[src/rtl/inet_stack_pkg.sv]
// Protocol constants and the IPv4 header checksum helper shared by the inet Tx/Rx stack.
package inet_stack_pkg;

  localparam logic [15:0] ETHERTYPE_IPV4 = 16'h0800;
  localparam logic [7:0]  IP_PROTO_UDP   = 8'h11;
  localparam logic [7:0]  IP_VER_IHL     = 8'h45;
  localparam logic [15:0] IP_FLAGS_DF    = 16'h4000;
  localparam int          HDR_WORDS      = 11;

  // Nine non-zero halfwords of a 20-byte IPv4 header; 20 bits hold the sum without loss.
  function automatic logic [15:0] ip_hdr_csum(input logic [15:0] total_len,
                                              input logic [15:0] id,
                                              input logic [7:0]  ttl,
                                              input logic [31:0] src_ip,
                                              input logic [31:0] dst_ip);
    logic [19:0] acc;
    logic [16:0] fold1;
    logic [16:0] fold2;
    acc = 20'({IP_VER_IHL, 8'h00}) + 20'(total_len) + 20'(id) + 20'(IP_FLAGS_DF)
        + 20'({ttl, IP_PROTO_UDP}) + 20'(src_ip[31:16]) + 20'(src_ip[15:0])
        + 20'(dst_ip[31:16]) + 20'(dst_ip[15:0]);
    fold1 = 17'(acc[15:0]) + 17'(acc[19:16]);
    fold2 = 17'(fold1[15:0]) + 17'(fold1[16]);
    return ~fold2[15:0];
  endfunction

endpackage

[src/rtl/udp_tx_hdr_insert.sv]
// Prepends pad + Ethernet + IPv4 + UDP headers (11 words) to a 32-bit Avalon-ST payload.
// Optional UDP_TX_LEN_CHECK_EN: payload length checking against the descriptor with truncation.
module udp_tx_hdr_insert
  import inet_stack_pkg::*;
#(
  parameter logic [7:0]  TTL     = 8'd64,
  parameter logic [15:0] ID_INIT = 16'h0000
) (
  input  logic        clk,
  input  logic        reset,
  input  logic [47:0] cfg_src_mac,
  input  logic [47:0] cfg_dst_mac,
  input  logic [31:0] cfg_src_ip,
  input  logic [31:0] cfg_dst_ip,
  input  logic [15:0] cfg_src_port,
  input  logic [15:0] cfg_dst_port,
  input  logic        desc_valid,
  output logic        desc_ready,
  input  logic [15:0] desc_len,
  input  logic [31:0] in_data,
  input  logic        in_valid,
  output logic        in_ready,
  input  logic        in_sop,
  input  logic        in_eop,
  input  logic [1:0]  in_empty,
  output logic [31:0] out_data,
  output logic        out_valid,
  input  logic        out_ready,
  output logic        out_sop,
  output logic        out_eop,
  output logic [1:0]  out_empty,
  output logic [1:0]  out_error
);

  // Handshakes: a beat moves on a cycle where valid && ready, ready latency 0.
  localparam logic [2:0] ST_IDLE    = 3'd0;
  localparam logic [2:0] ST_CSUM    = 3'd1;
  localparam logic [2:0] ST_HDR     = 3'd2;
  localparam logic [2:0] ST_PAYLOAD = 3'd3;
`ifdef UDP_TX_LEN_CHECK_EN
  localparam logic [2:0] ST_DROP    = 3'd4;
`endif

  logic [2:0]  state_q,  state_d;
  logic [47:0] dmac_q,   dmac_d;
  logic [47:0] smac_q,   smac_d;
  logic [31:0] sip_q,    sip_d;
  logic [31:0] dip_q,    dip_d;
  logic [15:0] sport_q,  sport_d;
  logic [15:0] dport_q,  dport_d;
  logic [15:0] len_q,    len_d;
  logic [15:0] ip_id_q,  ip_id_d;
  logic [15:0] csum_q,   csum_d;
  logic [3:0]  widx_q,   widx_d;
  logic [31:0] hdr_word;
  logic        last_hdr;
  logic        unused_in_sop;
`ifdef UDP_TX_LEN_CHECK_EN
  logic [15:0] byte_cnt_q, byte_cnt_d;
  logic [15:0] beat_total;
`endif

  // Start-of-packet on the input carries no information: the header defines the frame start.
  assign unused_in_sop = in_sop;
  assign last_hdr      = (widx_q == 4'(HDR_WORDS - 1));

  always_comb begin
    hdr_word = '0;
    case (widx_q)
      4'd0:    hdr_word = {16'h0000, dmac_q[47:32]};
      4'd1:    hdr_word = dmac_q[31:0];
      4'd2:    hdr_word = smac_q[47:16];
      4'd3:    hdr_word = {smac_q[15:0], ETHERTYPE_IPV4};
      4'd4:    hdr_word = {IP_VER_IHL, 8'h00, len_q + 16'd28};
      4'd5:    hdr_word = {ip_id_q, IP_FLAGS_DF};
      4'd6:    hdr_word = {TTL, IP_PROTO_UDP, csum_q};
      4'd7:    hdr_word = sip_q;
      4'd8:    hdr_word = dip_q;
      4'd9:    hdr_word = {sport_q, dport_q};
      default: hdr_word = {len_q + 16'd8, 16'h0000};
    endcase
  end

  always_comb begin
    state_d    = state_q;
    dmac_d     = dmac_q;
    smac_d     = smac_q;
    sip_d      = sip_q;
    dip_d      = dip_q;
    sport_d    = sport_q;
    dport_d    = dport_q;
    len_d      = len_q;
    ip_id_d    = ip_id_q;
    csum_d     = csum_q;
    widx_d     = widx_q;
    desc_ready = 1'b0;
    in_ready   = 1'b0;
    out_data   = '0;
    out_valid  = 1'b0;
    out_sop    = 1'b0;
    out_eop    = 1'b0;
    out_empty  = 2'b00;
    out_error  = 2'b00;
`ifdef UDP_TX_LEN_CHECK_EN
    byte_cnt_d = byte_cnt_q;
    beat_total = byte_cnt_q + (in_eop ? 16'(3'd4 - {1'b0, in_empty}) : 16'd4);
`endif
    case (state_q)
      ST_IDLE: begin
        desc_ready = 1'b1;
        if (desc_valid) begin
          dmac_d  = cfg_dst_mac;
          smac_d  = cfg_src_mac;
          sip_d   = cfg_src_ip;
          dip_d   = cfg_dst_ip;
          sport_d = cfg_src_port;
          dport_d = cfg_dst_port;
          len_d   = desc_len;
          state_d = ST_CSUM;
        end
      end
      ST_CSUM: begin
        csum_d  = ip_hdr_csum(len_q + 16'd28, ip_id_q, TTL, sip_q, dip_q);
        widx_d  = 4'd0;
        state_d = ST_HDR;
      end
      ST_HDR: begin
        out_valid = 1'b1;
        out_data  = hdr_word;
        out_sop   = (widx_q == 4'd0);
        out_eop   = last_hdr && (len_q == 16'd0);
        if (out_ready) begin
          if (!last_hdr) begin
            widx_d = widx_q + 4'd1;
          end else if (len_q == 16'd0) begin
            ip_id_d = ip_id_q + 16'd1;
            state_d = ST_IDLE;
          end else begin
`ifdef UDP_TX_LEN_CHECK_EN
            byte_cnt_d = 16'd0;
`endif
            state_d = ST_PAYLOAD;
          end
        end
      end
      ST_PAYLOAD: begin
        out_data  = in_data;
        out_valid = in_valid;
        in_ready  = out_ready;
        out_eop   = in_eop;
        out_empty = in_empty;
`ifdef UDP_TX_LEN_CHECK_EN
        // A non-eop beat that already reaches the descriptor length leaves no room for more
        // payload, so the frame is closed on it and the rest of the input is discarded.
        if (in_valid && in_eop) begin
          out_error[0] = (beat_total != len_q);
        end else if (in_valid && (beat_total >= len_q)) begin
          out_eop   = 1'b1;
          out_error = 2'b10;
        end
        if (in_valid && out_ready) begin
          byte_cnt_d = beat_total;
          if (in_eop) begin
            ip_id_d = ip_id_q + 16'd1;
            state_d = ST_IDLE;
          end else if (beat_total >= len_q) begin
            ip_id_d = ip_id_q + 16'd1;
            state_d = ST_DROP;
          end
        end
`else
        if (in_valid && out_ready && in_eop) begin
          ip_id_d = ip_id_q + 16'd1;
          state_d = ST_IDLE;
        end
`endif
      end
`ifdef UDP_TX_LEN_CHECK_EN
      ST_DROP: begin
        in_ready = 1'b1;
        if (in_valid && in_eop) state_d = ST_IDLE;
      end
`endif
      default: state_d = ST_IDLE;
    endcase
  end

  always_ff @(posedge clk) begin
    if (reset) begin
      state_q    <= ST_IDLE;
      dmac_q     <= '0;
      smac_q     <= '0;
      sip_q      <= '0;
      dip_q      <= '0;
      sport_q    <= '0;
      dport_q    <= '0;
      len_q      <= '0;
      ip_id_q    <= ID_INIT;
      csum_q     <= '0;
      widx_q     <= '0;
`ifdef UDP_TX_LEN_CHECK_EN
      byte_cnt_q <= '0;
`endif
    end else begin
      state_q    <= state_d;
      dmac_q     <= dmac_d;
      smac_q     <= smac_d;
      sip_q      <= sip_d;
      dip_q      <= dip_d;
      sport_q    <= sport_d;
      dport_q    <= dport_d;
      len_q      <= len_d;
      ip_id_q    <= ip_id_d;
      csum_q     <= csum_d;
      widx_q     <= widx_d;
`ifdef UDP_TX_LEN_CHECK_EN
      byte_cnt_q <= byte_cnt_d;
`endif
    end
  end

endmodule

[config.mk]
export PLATFORM = sky130hd
export DESIGN_NAME = udp_tx_hdr_insert
export DESIGN_NICKNAME = d
export VERILOG_FILES = /design/src/rtl/inet_stack_pkg.sv /design/src/rtl/udp_tx_hdr_insert.sv
export SDC_FILE = /design/constraint.sdc
export NUM_CORES = 1
export LEC_CHECK = 0
export CAP_MARGIN = 20
export CORE_MARGIN = 2
export CORE_UTILIZATION = 25
export CTS_CLUSTER_SIZE = 16
export DETAILED_ROUTE_END_ITERATION = 16
export HOLD_SLACK_MARGIN = 0.15
export PLACE_DENSITY_LB_ADDON = 0.1
export SLEW_MARGIN = 40
export SYNTH_ARGS = -nofsm -noshare
export SYNTH_HDL_FRONTEND = slang
export SYNTH_SLANG_ARGS = --single-unit
[constraint.sdc]
create_clock -name clk -period 8.95 [get_ports clk]
set_clock_uncertainty 0.1 [all_clocks]
set_input_delay 1.79 -clock clk [delete_from_list [all_inputs] [get_ports clk]]
set_output_delay 1.79 -clock clk [all_outputs]
set_load 0.05 [all_outputs]
# Word-level counts from Yosys, hierarchy flattened
# Index checks and enable logic that the tools add are counted.
# Widths: inputs -> output; s select.
# op_classes
addsub	14
n_eq_ne	19
muxes	22
n_bitwise	1
n_reduce_logical	12
# op_table
op	count
$pmux 32 s10	1
$add 20x16->20	4
$mux 16	4
$pmux 32 s2	1
$pmux 16 s2	1
$add 19x15->20 const B	1
$add 18x15->19 const B	1
$add 17x16->18	1
$add 15x16->17 const A	1
$add 16x4->17	1
$add 16x1->16	1
$add 16x1->16 const B	1
$add 16x4->16 const B	1
$add 16x5->16 const B	1
$eq 4x3->1 const B	4
$logic_not 16->1	1
$not 16->16	1
$eq 4x4->1 const B	3
$mux 3	4
$ne 2x2->1 const B	6
$pmux 3 s4	1
$eq 4x2->1 const B	2
$mux 4	2
$pmux 4 s2	1
15 further kinds	23
# totals
register_bits	247
inputBits	249
out_inout_bits	41
word_cells	79

# Depth between registers and ports, before layout
# Gate-level depths: netlist of run 1.
# depth
depth_word	12
ltp_mapped	38
depth_no_buf	37

# Worst setup path before layout of run 1
# Ideal clock, no wire load.
# synth_timing
path_kind	register -> register
start	register len_q[4]
end	register csum_q[15]
setup_ns	0.116
t_arrival_ns	8.139
t_required_ns	8.734
setup_slack_ns	0.595
path_stages_with_launch	36
path_buffers	1
synth_period_minus_slack_ns	8.355
cell_sequence	dfxtp_1 inv_1 ha_1 a21boi_0 nor2_1 xnor2_1 fa_1 inv_1 fa_1 inv_1 fa_1 fa_1 inv_1 ha_1 buf_2 a21o_1 a21oi_1 o211a_1 a21oi_1 o21a_1 nor2_1 o21bai_1 a21o_1 xnor2_1 fa_1 nor2b_1 o21a_1 and3_1 or4b_2 nor3_1 ha_1 nand3_1 nor3_1 inv_1 or3_1 o211a_1
# synth_via
elab_chain_len	12
# synth_lines
element	line_no	text
start, declared	udp_tx_hdr_insert.sv:51	logic [15:0] len_q, len_d;
start signal, assigned	udp_tx_hdr_insert.sv:212	len_q <= len_d;
$add 16x5->16	udp_tx_hdr_insert.sv:123	csum_d = ip_hdr_csum(len_q + 16'd28, ip_id_q, TTL, sip_q, dip_q);
$add 15x16->17	inet_stack_pkg.sv:19	acc = 20'({IP_VER_IHL, 8'h00}) + 20'(total_len) + 20'(id) + 20'(IP_FLAGS_DF)
$add 17x16->18	inet_stack_pkg.sv:19	
$add 18x15->19	inet_stack_pkg.sv:19	
$add 19x15->20	inet_stack_pkg.sv:20	+ 20'({ttl, IP_PROTO_UDP}) + 20'(src_ip[31:16]) + 20'(src_ip[15:0])
$add 20x16->20 (2 in a row)	inet_stack_pkg.sv:20	
$add 20x16->20 (2 in a row)	inet_stack_pkg.sv:21	+ 20'(dst_ip[31:16]) + 20'(dst_ip[15:0]);
$add 16x4->17	inet_stack_pkg.sv:22	fold1 = 17'(acc[15:0]) + 17'(acc[19:16]);
$add 16x1->16	inet_stack_pkg.sv:23	fold2 = 17'(fold1[15:0]) + 17'(fold1[16]);
$not 16->16	inet_stack_pkg.sv:24	return ~fold2[15:0];
end signal, assigned	udp_tx_hdr_insert.sv:214	csum_q <= csum_d;
end, declared	udp_tx_hdr_insert.sv:53	logic [15:0] csum_q, csum_d;
# No other way between the ends.
# A chain may end at the register's enable or synchronous reset.

# Final worst setup path of run 1
# layout_timing
start	register len_q[4]
end	register csum_q[8]
# The elaborated chain is that of the path after synthesis.

==> qor.yml, run 1 <==
power:
  powerDensity_mw_per_mm2: 219
  worst_ir_drop_vdd_v: 0.000108
  leakage_nw: 7.47
route:
  wl_per_cell_um: 22.1
  drtAntennaViolNets: 0
  via_per_inst: 4.85
  drt_wl_total_um: 64000
  num_vias: 14064
  drt_iter0_drc: 1044
  drc: 0
  drt-pass1-iter-count: 6
yosys:
  async_flop_share_pct: 0
  synth_fa_ha_area_share_pct: 13.1
  synth-main-ff-cell: "dfxtp_1"
  synth_top_family_by_area: "compound AO/OA/AOI/OAI gates"
  ys_ff_latch: 246
  postSynthCellCount: 1854
  synth.distinct_cells: 76
  synthSimpleGateAreaFrac_pct: 19.8
  synth_edf_count: 0
  ys_seq_area_share_pct: 34.0
  avgSynthCellArea_um2: 7.81
  ys_warn_count: 0
  synthMuxAreaShare_pct: 0.138
  syn_area_mm2: 0.0145
  synth-compound-area-share_pct: 21.3
  synthXorXnorAreaFrac_pct: 4.51
global_route:
  grt_pass1_vias: 14261
  grt.overflow.total: 0
  grt_antenna_before_repair: 7
  grt_max_degree: 197
  grt_pass1_wl_um: 93200
  grt.total_usage_pct: 20.9
floorplan:
  die_y_um: 245
  rows: 88
  io_pins: 290
  die_w_um: 245
  dieArea_mm2: 0.0599
  core-area_mm2: 0.0575
  initial_core_util_pct: 25.2
place:
  gp_congestion: 0.863
  dpl_worst_slack_ps: 250
  port_buffers: 286
  hpwlAfterDp_um: 49300
clocking:
  clk_path_buf_depth: 3
  clk_pin_slew_ps: 60
  clock_sinks: 246
  tritoncts: "yes"
  cts_buffers: 31
  cts_root_buffer: "clkbuf_16"
  clk_latency_ps: 600
  htree_levels: 1
  postCtsHoldBufs: 0
timing:
  setup_violations: 0
  period_needed_ps: 8480
  hold_viol_final: 0
  fin_tns_setup_ps: 0
  fin_ws_ps: 468
  min_period_over_period_pct: 94.8
  max_slew.worst_pin.slew_ps: 850
  achievable-frequency_ghz: 0.118
  grt_setup_unrepaired: "false"
  finalMaxSlewViolations: 0
  relSlewSlack_pct: 43.2
critical_path:
  crit_fanout: 4
  r2r_end: "csum_q[8]$_SDFFE_PP0N_"
  critPathCaptureType: "flop"
  worst-r2r-cell-count: 38
  worstReg2RegStart: "len_q[4]$_SDFFE_PP0P_"
  r2r_slack_ps: 470
  cp.required_ps: 9390
  slowest_delay_ps: 630
  crit_path_top_delay_cell: "or4b_2"
  setup.worst_path.class: "reg2reg"
  start_kind: "flop"
  worstPathArrival_ps: 8920
worst_hold_path:
  hold_path_class: "reg2reg"
  hold_depth: 2
  min_to: "dport_q[12]$_SDFFE_PP0P_"
  min-delay-start: "dport_q[12]$_SDFFE_PP0P_"
status:
  run_status: "finished clean"
final_layout:
  fin_nets: 2470
  syn_to_final_growth_pct: 34.4
  drive_above_1_share_pct: 6.71
flow_run:
  max-cap-violations: 0
[cell usage after synthesis, types with 8 or more instances]
master	n	area [µm²]
inv_1	143	537
ha_1	50	626
o21ai_0	27	135
nand2_1	476	1790
xor2_1	33	289
fa_1	63	1260
a211oi_1	15	113
nor3_1	14	70.1
a222oi_1	13	130
and2_1	16	100
or3_1	8	50.1
nor2b_1	11	68.8
a22o_1	33	289
nand4_1	15	93.8
nand3_1	30	150
a21o_1	9	67.6
a22oi_1	45	338
dfxtp_1	246	4920
a221oi_1	24	210
o211ai_1	9	67.6
clkbuf_1	112	420
buf_1	8	30.0
and3_1	19	119
xnor2_1	39	342
nor2_1	59	221
a21oi_1	245	1230
[metal layers]
layer | vias up | global-route usage, % | routed length (µm)
li1 | 6776 | - | -
met1 | 6773 | 28.1 | 28900
met2 | 428 | 34.4 | 29600
met3 | 75 | 3.96 | 3870
met4 | 12 | 4.99 | 1560
met5 | - | 0 | 81
[state kept, by name, indices dropped and copies added (netlist names), 32 cells and up]
signal and flops:
dip_q 32, sip_q 32, smac_q 48, dmac_q 48
[layout by cell type, fill, tap and decap left out, types with 6 or more instances in the layout]
| master | instances |
|---|---|
| a21o_1 | 9 |
| a22oi_1 | 45 |
| inv_1 | 143 |
| clkbuf_16 | 31 |
| a211oi_1 | 14 |
| fa_1 | 63 |
| a22o_1 | 33 |
| a222oi_1 | 13 |
| nor2_1 | 59 |
| or3_1 | 8 |
| a21oi_1 | 244 |
| o211ai_1 | 9 |
| xor2_1 | 32 |
| ha_1 | 49 |
| a41oi_1 | 6 |
| clkbuf_1 | 9 |
| nor3_1 | 11 |
| clkdlybuf4s50_1 | 285 |
| nand4_1 | 15 |
| nand2_1 | 475 |
| nor2b_1 | 10 |
| buf_4 | 54 |
| nand3_1 | 29 |
| o21ai_0 | 27 |
| xnor2_1 | 39 |
| and2_1 | 11 |
| and3_1 | 19 |
| a221oi_1 | 24 |
| dfxtp_1 | 246 |
[cell type report]
class / instances / area (µm²)
fill: 6200 / 38000
multi-input combinational: 1339 / 8610
sequential: 246 / 4920
timing repair buffer: 347 / 3390
tap: 765 / 957
clock buffer: 45 / 878
inverter: 143 / 537
clock inverter: 10 / 165
antenna: 3 / 7.51
[power by group]
| group | internal [W] | leakage [nW] | switching (W) |
|---|---|---|---|
| registers | 0.00117 | 2.02 | 0.0000794 |
| logic | 0.000702 | 4.94 | 0.00101 |
| clock network | 0.000791 | 0.514 | 0.000504 |
| total | 0.00267 | 7.47 | 0.00159 |
[worst max-delay path by stage]
stage	endpoint	cells after the start	start
CTS	csum_q[14]$_SDFFE_PP0N_	37	len_q[4]$_SDFFE_PP0P_
global route	csum_q[8]$_SDFFE_PP0N_	35	len_q[2]$_SDFFE_PP0P_
floorplan	csum_q[15]$_SDFFE_PP0N_	35	len_q[4]$_SDFFE_PP0P_
finish	csum_q[8]$_SDFFE_PP0N_	38	len_q[4]$_SDFFE_PP0P_
detailed placement	csum_q[12]$_SDFFE_PP0N_	36	len_q[4]$_SDFFE_PP0P_
global placement	csum_q[12]$_SDFFE_PP0N_	37	len_q[4]$_SDFFE_PP0P_
[through the flow]
stage	util, %	cells	instance area [µm²]	hold WS, ps	total power, W
4_1_cts	33.7	2893	19400	354	0.00429
5_1_grt	33.9	2896	19500	370	0.00454
3_5_place_dp	31.9	2838	18300	347	0.00296
3_3_place_gp	31.8	2838	18300	343	0.00296
2_1_floorplan	-	1855	14500	331	0.00234
6_report	33.9	2898	19500	355	0.00426
[worst max-delay path: cells and delay by family, from the launching register on]
family / cells / cell delay (ps)
AO/OA/AOI/OAI: 11 / 2010
buffers and inverters: 7 / 630
XOR/XNOR: 2 / 310
flip-flops: 1 / 330
adder cells (fa/ha/maj): 10 / 3280
AND/OR/NAND/NOR: 8 / 1750
[cells by family (layout without fill, tap and decap cells)]
family,after synthesis,in the layout
adders and majority gates,114,114
AOI/OAI and AO/OA,476,476
xor gates and xnor gates,73,73
muxes,2,2
DFF,246,246
buffers and inverters,270,545
other,1,5
and+or+nand+nor,672,672
[repair_timing]
item / CTS / global route
resized for setup: 0 / 9
endpoints found under the hold margin: 0 / 0
buffers inserted: 0 / 0
endpoints found under the setup margin: 0 / 12
Power figures use the tool's default switching activity.
==> run 2, diff against run 1 <==
- CORE_UTILIZATION: 25 -> 45
==> qor.yml, run 2 (synthesis results as in run 1) <==
route:
  via_per_inst: 5.59  # +15%
  drtAntennaViolNets: 0  # unchanged
  drt_wl_total_um: 53300  # -17%
  num_vias: 14115  # +0.36%
  drc: 0  # unchanged
  drt_iter0_drc: 1187  # +14%
  wl_per_cell_um: 21.1  # -4.4%
  drt-pass1-iter-count: 7  # +1
timing:
  hold_viol_final: 0  # unchanged
  period_needed_ps: 8450  # -28.0 ps
  max_slew.worst_pin.slew_ps: 903  # +53.3 ps
  setup_violations: 0  # unchanged
  achievable-frequency_ghz: 0.118  # +0.33%
  min_period_over_period_pct: 94.5  # -0.31 points
  finalMaxSlewViolations: 0  # unchanged
  relSlewSlack_pct: 39.8  # -3.4 points
final_layout:
  top_regs: "dmac_q (48), smac_q (48)"
  mostFrequentLayoutCells: "nand2_1, clkdlybuf4s50_1, dfxtp_1, a21oi_1, inv_1"
  syn_to_final_growth_pct: 29.8
  stdcell_area_mm2: 0.0188  # -3.5%
  drive_above_1_share_pct: 6.51  # -0.20 points
  fin_nets: 2463  # -0.28%
  final_common_cell: "nand2_1"
flow_run:
  max-cap-violations: 0  # unchanged
critical_path:
  worst-r2r-cell-count: 39  # +2.6%
  r2r_end: "csum_q[5]$_SDFFE_PP0N_"
  crit_path_top_delay_cell: "or4b_2"
  setup.worst_path.class: "reg2reg"
  critPathCaptureType: "flop"
  cp.required_ps: 9250  # -140 ps
  start_kind: "flop"
  crit_fanout: 6  # +2
  worstReg2RegStart: "len_q[3]$_SDFFE_PP0P_"
  worstPathArrival_ps: 8760  # -160 ps
  r2r_slack_ps: 500  # +30 ps
  slowest_delay_ps: 630  # about the same
worst_hold_path:
  min_to: "sport_q[10]$_SDFFE_PP0P_"
  hold_depth: 2  # unchanged
  hold_path_class: "reg2reg"
  min-delay-start: "sport_q[10]$_SDFFE_PP0P_"
place:
  placed_area_mm2: 0.0178  # -2.7%
  gp_congestion: 0.943  # +9.3%
  hpwlAfterDp_um: 40800  # -17%
  port_buffers: 286  # unchanged
clocking:
  cts_root_buffer: "clkbuf_16"
  clock_sinks: 246  # unchanged
  cts_buffers: 27  # -13%
  clk_pin_slew_ps: 60  # about the same
  htree_levels: 1  # unchanged
  clk_path_buf_depth: 3  # unchanged
  tritoncts: "yes"
  postCtsHoldBufs: 0  # unchanged
  clk_latency_ps: 550  # -50 ps
global_route:
  grt_max_degree: 98  # -50%
  grt_pass1_wl_um: 79700  # -15%
  grt_antenna_before_repair: 1  # -6
  grt_pass1_vias: 13674  # -4.1%
  grt.overflow.total: 0  # unchanged
  grt.total_usage_pct: 31.1  # +10 points
status:
  run_status: "finished clean"
floorplan:
  rows: 65  # -26%
  die_w_um: 183  # -25%
  die_y_um: 183  # -25%
  initial_core_util_pct: 45.8  # +21 points
  core-area_mm2: 0.0316  # -45%
  dieArea_mm2: 0.0336  # -44%
  io_pins: 290  # unchanged
power:
  powerDensity_mw_per_mm2: 216  # -1.3%
  total_power_w: 0.00406  # -4.8%
  leakage_nw: 7.35  # -1.6%
  worst_ir_drop_vdd_v: 0.000166  # +54%
run 2: layout make-up:
class | count | area (µm²)
Tap cell | 402 | 503
Fill cell | 2946 | 12900
Timing Repair Buffer | 344 | 3310
Sequential cell | 246 | 4930
Clock buffer | 39 | 791
Multi-Input combinational cell | 1339 | 8610
Clock inverter | 9 | 109
Inverter | 143 | 537
Antenna cell | 1 | 2.50
run 2: per-stage QoR:
step           std cells  setup TNS (ps)  util (%)  hold slack [ps]  setup slack, ps
2_1_floorplan       1855               0         -              331              595
3_3_place_gp        2473               0      56.3              341              284
3_5_place_dp        2473               0      56.4              346              113
4_1_cts             2521               0      59.2              354             82.4
5_1_grt             2523           -13.4      59.4              368            -13.4
6_report            2523               0      59.4              355              496
run 2: where the power goes:
group | switching (W) | total [W] | leakage [nW] | internal (W)
Sequential | 0.0000756 | 0.00125 | 2.02 | 0.00117
Combinational | 0.000978 | 0.00167 | 4.89 | 0.000692
Clock | 0.000468 | 0.00114 | 0.442 | 0.000669
run 2: what timing repair did:
item	in CTS	in global routing
setup endpoints to repair	0	12
buffers inserted	0	1
resized for setup	0	15
run 2: worst max-delay path by stage:
stage                                          to                  start  slack, ps
final                      csum_q[5]$_SDFFE_PP0N_  len_q[3]$_SDFFE_PP0P_        500
after global placement    csum_q[14]$_SDFFE_PP0N_  len_q[3]$_SDFFE_PP0P_        280
after floorplan           csum_q[15]$_SDFFE_PP0N_  len_q[4]$_SDFFE_PP0P_        590
after CTS                 csum_q[14]$_SDFFE_PP0N_  len_q[3]$_SDFFE_PP0P_         80
after global routing       csum_q[5]$_SDFFE_PP0N_  len_q[3]$_SDFFE_PP0P_        -10
after detailed placement  csum_q[12]$_SDFFE_PP0N_  len_q[3]$_SDFFE_PP0P_        110
run 2: routing by layer:
| layer | up-vias | part of all wire [%] | track usage [%] |
|---|---|---|---|
| met4 | 0 | 3.6 | 10.6 |
| li1 | 6751 | - | - |
| met2 | 620 | 46 | 50.6 |
| met3 | 93 | 8.4 | 5.84 |
| met5 | - | 0 | 0 |
| met1 | 6651 | 42 | 41.5 |
run 2: critical path: cells and delay by family (launching register included):
kind                       cells  cell delay [ps]
adders and majority gates     10             3310
and+or+nand+nor               10             1850
AOI/OAI and AO/OA              9             1480
buffers and inverters          7              640
xor gates and xnor gates       3              570
DFF                            1              370
==> run 3, diff against run 2 <==
- CORE_ASPECT_RATIO: not set -> 1.25
- GPL_TIMING_DRIVEN: not set -> 0
==> qor.yml, run 3 (synthesis results as in run 1) <==
global_route:
  grt.overflow.total: 0  # unchanged
  grt_pass1_vias: 14541  # +6.3%
  grt_max_degree: 14  # -86%
  grt_antenna_before_repair: 2  # +1
  grt.total_usage_pct: 37.2  # +6.1 points
  grt_pass1_wl_um: 91300  # +15%
critical_path:
  cp_common_cell: "inv_1"
  slowest_delay_ps: 550  # -80 ps
  start_kind: "flop"
  cp.required_ps: 9270  # +20 ps
  setup.worst_path.class: "reg2reg"
  critPathCaptureType: "flop"
  worst-r2r-cell-count: 37  # -5.1%
  cp_top_family: "adder cells"
  r2r_end: "csum_q[10]$_SDFFE_PP0N_"
  worstReg2RegStart: "len_q[4]$_SDFFE_PP0P_"
  path_buf_inv: 6  # -1
  crit_fanout: 10  # +4
  worstPathArrival_ps: 9020  # +260 ps
  r2r_slack_ps: 250  # -250 ps
  crit_path_top_delay_cell: "fa_1"
route:
  drtAntennaViolNets: 0  # unchanged
  num_vias: 14954  # +5.9%
  drt_iter0_drc: 1560  # +31%
  drt-pass1-iter-count: 6  # -1
  wl_per_cell_um: 24.4  # +16%
  drc: 0  # unchanged
  drt_wl_total_um: 63700  # +20%
  via_per_inst: 5.73  # +2.5%
clocking:
  tritoncts: "yes"
  cts_root_buffer: "clkbuf_16"
  clk_pin_slew_ps: 60  # about the same
  cts_buffers: 27  # unchanged
  htree_levels: 1  # unchanged
  clk_path_buf_depth: 3  # unchanged
  clock_sinks: 246  # unchanged
  clk_latency_ps: 580  # +30 ps
place:
  dp_cells: 2553  # +3.2%
  port_buffers: 286  # unchanged
  hpwlAfterDp_um: 51600  # +26%
  gp_congestion: 0.980  # +3.9%
worst_hold_path:
  min_to: "smac_q[26]$_SDFFE_PP0P_"
  hold_depth: 2  # unchanged
  min-delay-start: "smac_q[26]$_SDFFE_PP0P_"
  hold_path_class: "reg2reg"
final_layout:
  drive_above_1_share_pct: 5.20  # -1.3 points
  nFillCells: 3012  # +2.2%
  final_common_cell: "nand2_1"
  multi_input_area_mm2: 0.00879  # +2.1%
  top_regs: "dmac_q (48), smac_q (48)"
  mostFrequentLayoutCells: "nand2_1, clkdlybuf4s50_1, a21oi_1, dfxtp_1, inv_1"
  syn_to_final_growth_pct: 32.1
  finalNonFillerCells: 2609  # +3.4%
  fin_nets: 2537  # +3.0%
  regArea_mm2: 0.00493  # +0.10%
floorplan:
  die_w_um: 164  # -10%
  dieArea_mm2: 0.0336  # about the same
  rows: 73  # +12%
  core-area_mm2: 0.0318  # +0.47%
  io_pins: 290  # unchanged
  die_y_um: 205  # +12%
  initial_core_util_pct: 45.5  # -0.21 points
power:
  leakage_nw: 7.34  # -0.11%
  powerDensity_mw_per_mm2: 222  # +3.1%
  total_power_w: 0.00425  # +4.9%
  worst_ir_drop_vdd_v: 0.000266  # +61%
timing:
  finalMaxSlewViolations: 0  # unchanged
  min_period_over_period_pct: 97.2  # +2.8 points
  relSlewSlack_pct: 38.1  # -1.7 points
  hold_viol_final: 0  # unchanged
  max_slew.worst_pin.slew_ps: 926  # +22.5 ps
  period_needed_ps: 8700  # +247 ps
  achievable-frequency_ghz: 0.115  # -2.8%
  setup_violations: 0  # unchanged
flow_run:
  max-cap-violations: 0  # unchanged
status:
  run_status: "finished clean"
-- run 3: report_power, final --
group | total (W) | switching, W | internal, W | leakage (nW)
Clock | 0.00122 | 0.000496 | 0.000722 | 0.465
Sequential | 0.00126 | 0.0000859 | 0.00117 | 2.02
Combinational | 0.00178 | 0.00110 | 0.000673 | 4.86
Total | 0.00425 | 0.00169 | 0.00257 | 7.34
-- run 3: worst max-delay path by stage --
| stage | from | endpoint | depth (start not counted) |
|---|---|---|---|
| 2_1_floorplan | len_q[4]$_SDFFE_PP0P_ | csum_q[15]$_SDFFE_PP0N_ | 35 |
| 3_3_place_gp | len_q[4]$_SDFFE_PP0P_ | csum_q[13]$_SDFFE_PP0N_ | 36 |
| 3_5_place_dp | len_q[4]$_SDFFE_PP0P_ | csum_q[13]$_SDFFE_PP0N_ | 36 |
| 4_1_cts | len_q[4]$_SDFFE_PP0P_ | csum_q[10]$_SDFFE_PP0N_ | 37 |
| 5_1_grt | len_q[4]$_SDFFE_PP0P_ | csum_q[10]$_SDFFE_PP0N_ | 37 |
| 6_report | len_q[4]$_SDFFE_PP0P_ | csum_q[10]$_SDFFE_PP0N_ | 37 |
-- run 3: worst min-delay path: stages, from the launching register on --
cell and delay [ps]:
dfxtp_1 310, nand2_1 50, a21oi_1 50
-- run 3: per-layer routing --
layer | track usage, % | up-vias | part of all wire [%]
met2 | 61.0 | 700 | 47
met3 | 5.93 | 189 | 7.8
met4 | 21.9 | 0 | 6.8
met1 | 46.1 | 7154 | 39
met5 | 0 | - | 0
li1 | - | 6911 | -
-- run 3: area by class of cell --
| type | count | share of cell area [%] |
|---|---|---|
| Clock inverter | 15 | 1.12 |
| Inverter | 143 | 2.81 |
| Clock buffer | 33 | 3.81 |
| Multi-Input combinational cell | 1339 | 45.9 |
| Antenna cell | 3 | 0.0393 |
| Sequential cell | 246 | 25.8 |
| Buffer | 125 | 2.55 |
| Timing Repair Buffer | 293 | 15.2 |
| Tap cell | 412 | 2.70 |
-- run 3: stage by stage --
stage | utilization, % | TNS, ps | worst slack, ps | hold slack (ps) | cell area, µm²
2_1_floorplan | - | 0 | 595 | 331 | 14500
3_3_place_gp | 56.2 | -11850 | -1070 | 342 | 17900
3_5_place_dp | 56.2 | -10160 | -955 | 347 | 17900
4_1_cts | 59.6 | 0 | 16.3 | 356 | 18900
5_1_grt | 60.1 | -24.9 | -13.3 | 378 | 19100
6_report | 60.2 | 0 | 249 | 355 | 19100
-- run 3: repair_timing --
| action | in CTS | in global routing |
|---|---|---|
| setup endpoints to repair | 15 | 12 |
| buffers inserted | 1 | 6 |
| pin swaps | 6 | 11 |
| hold buffers | 0 | 0 |
| resized for setup | 25 | 29 |
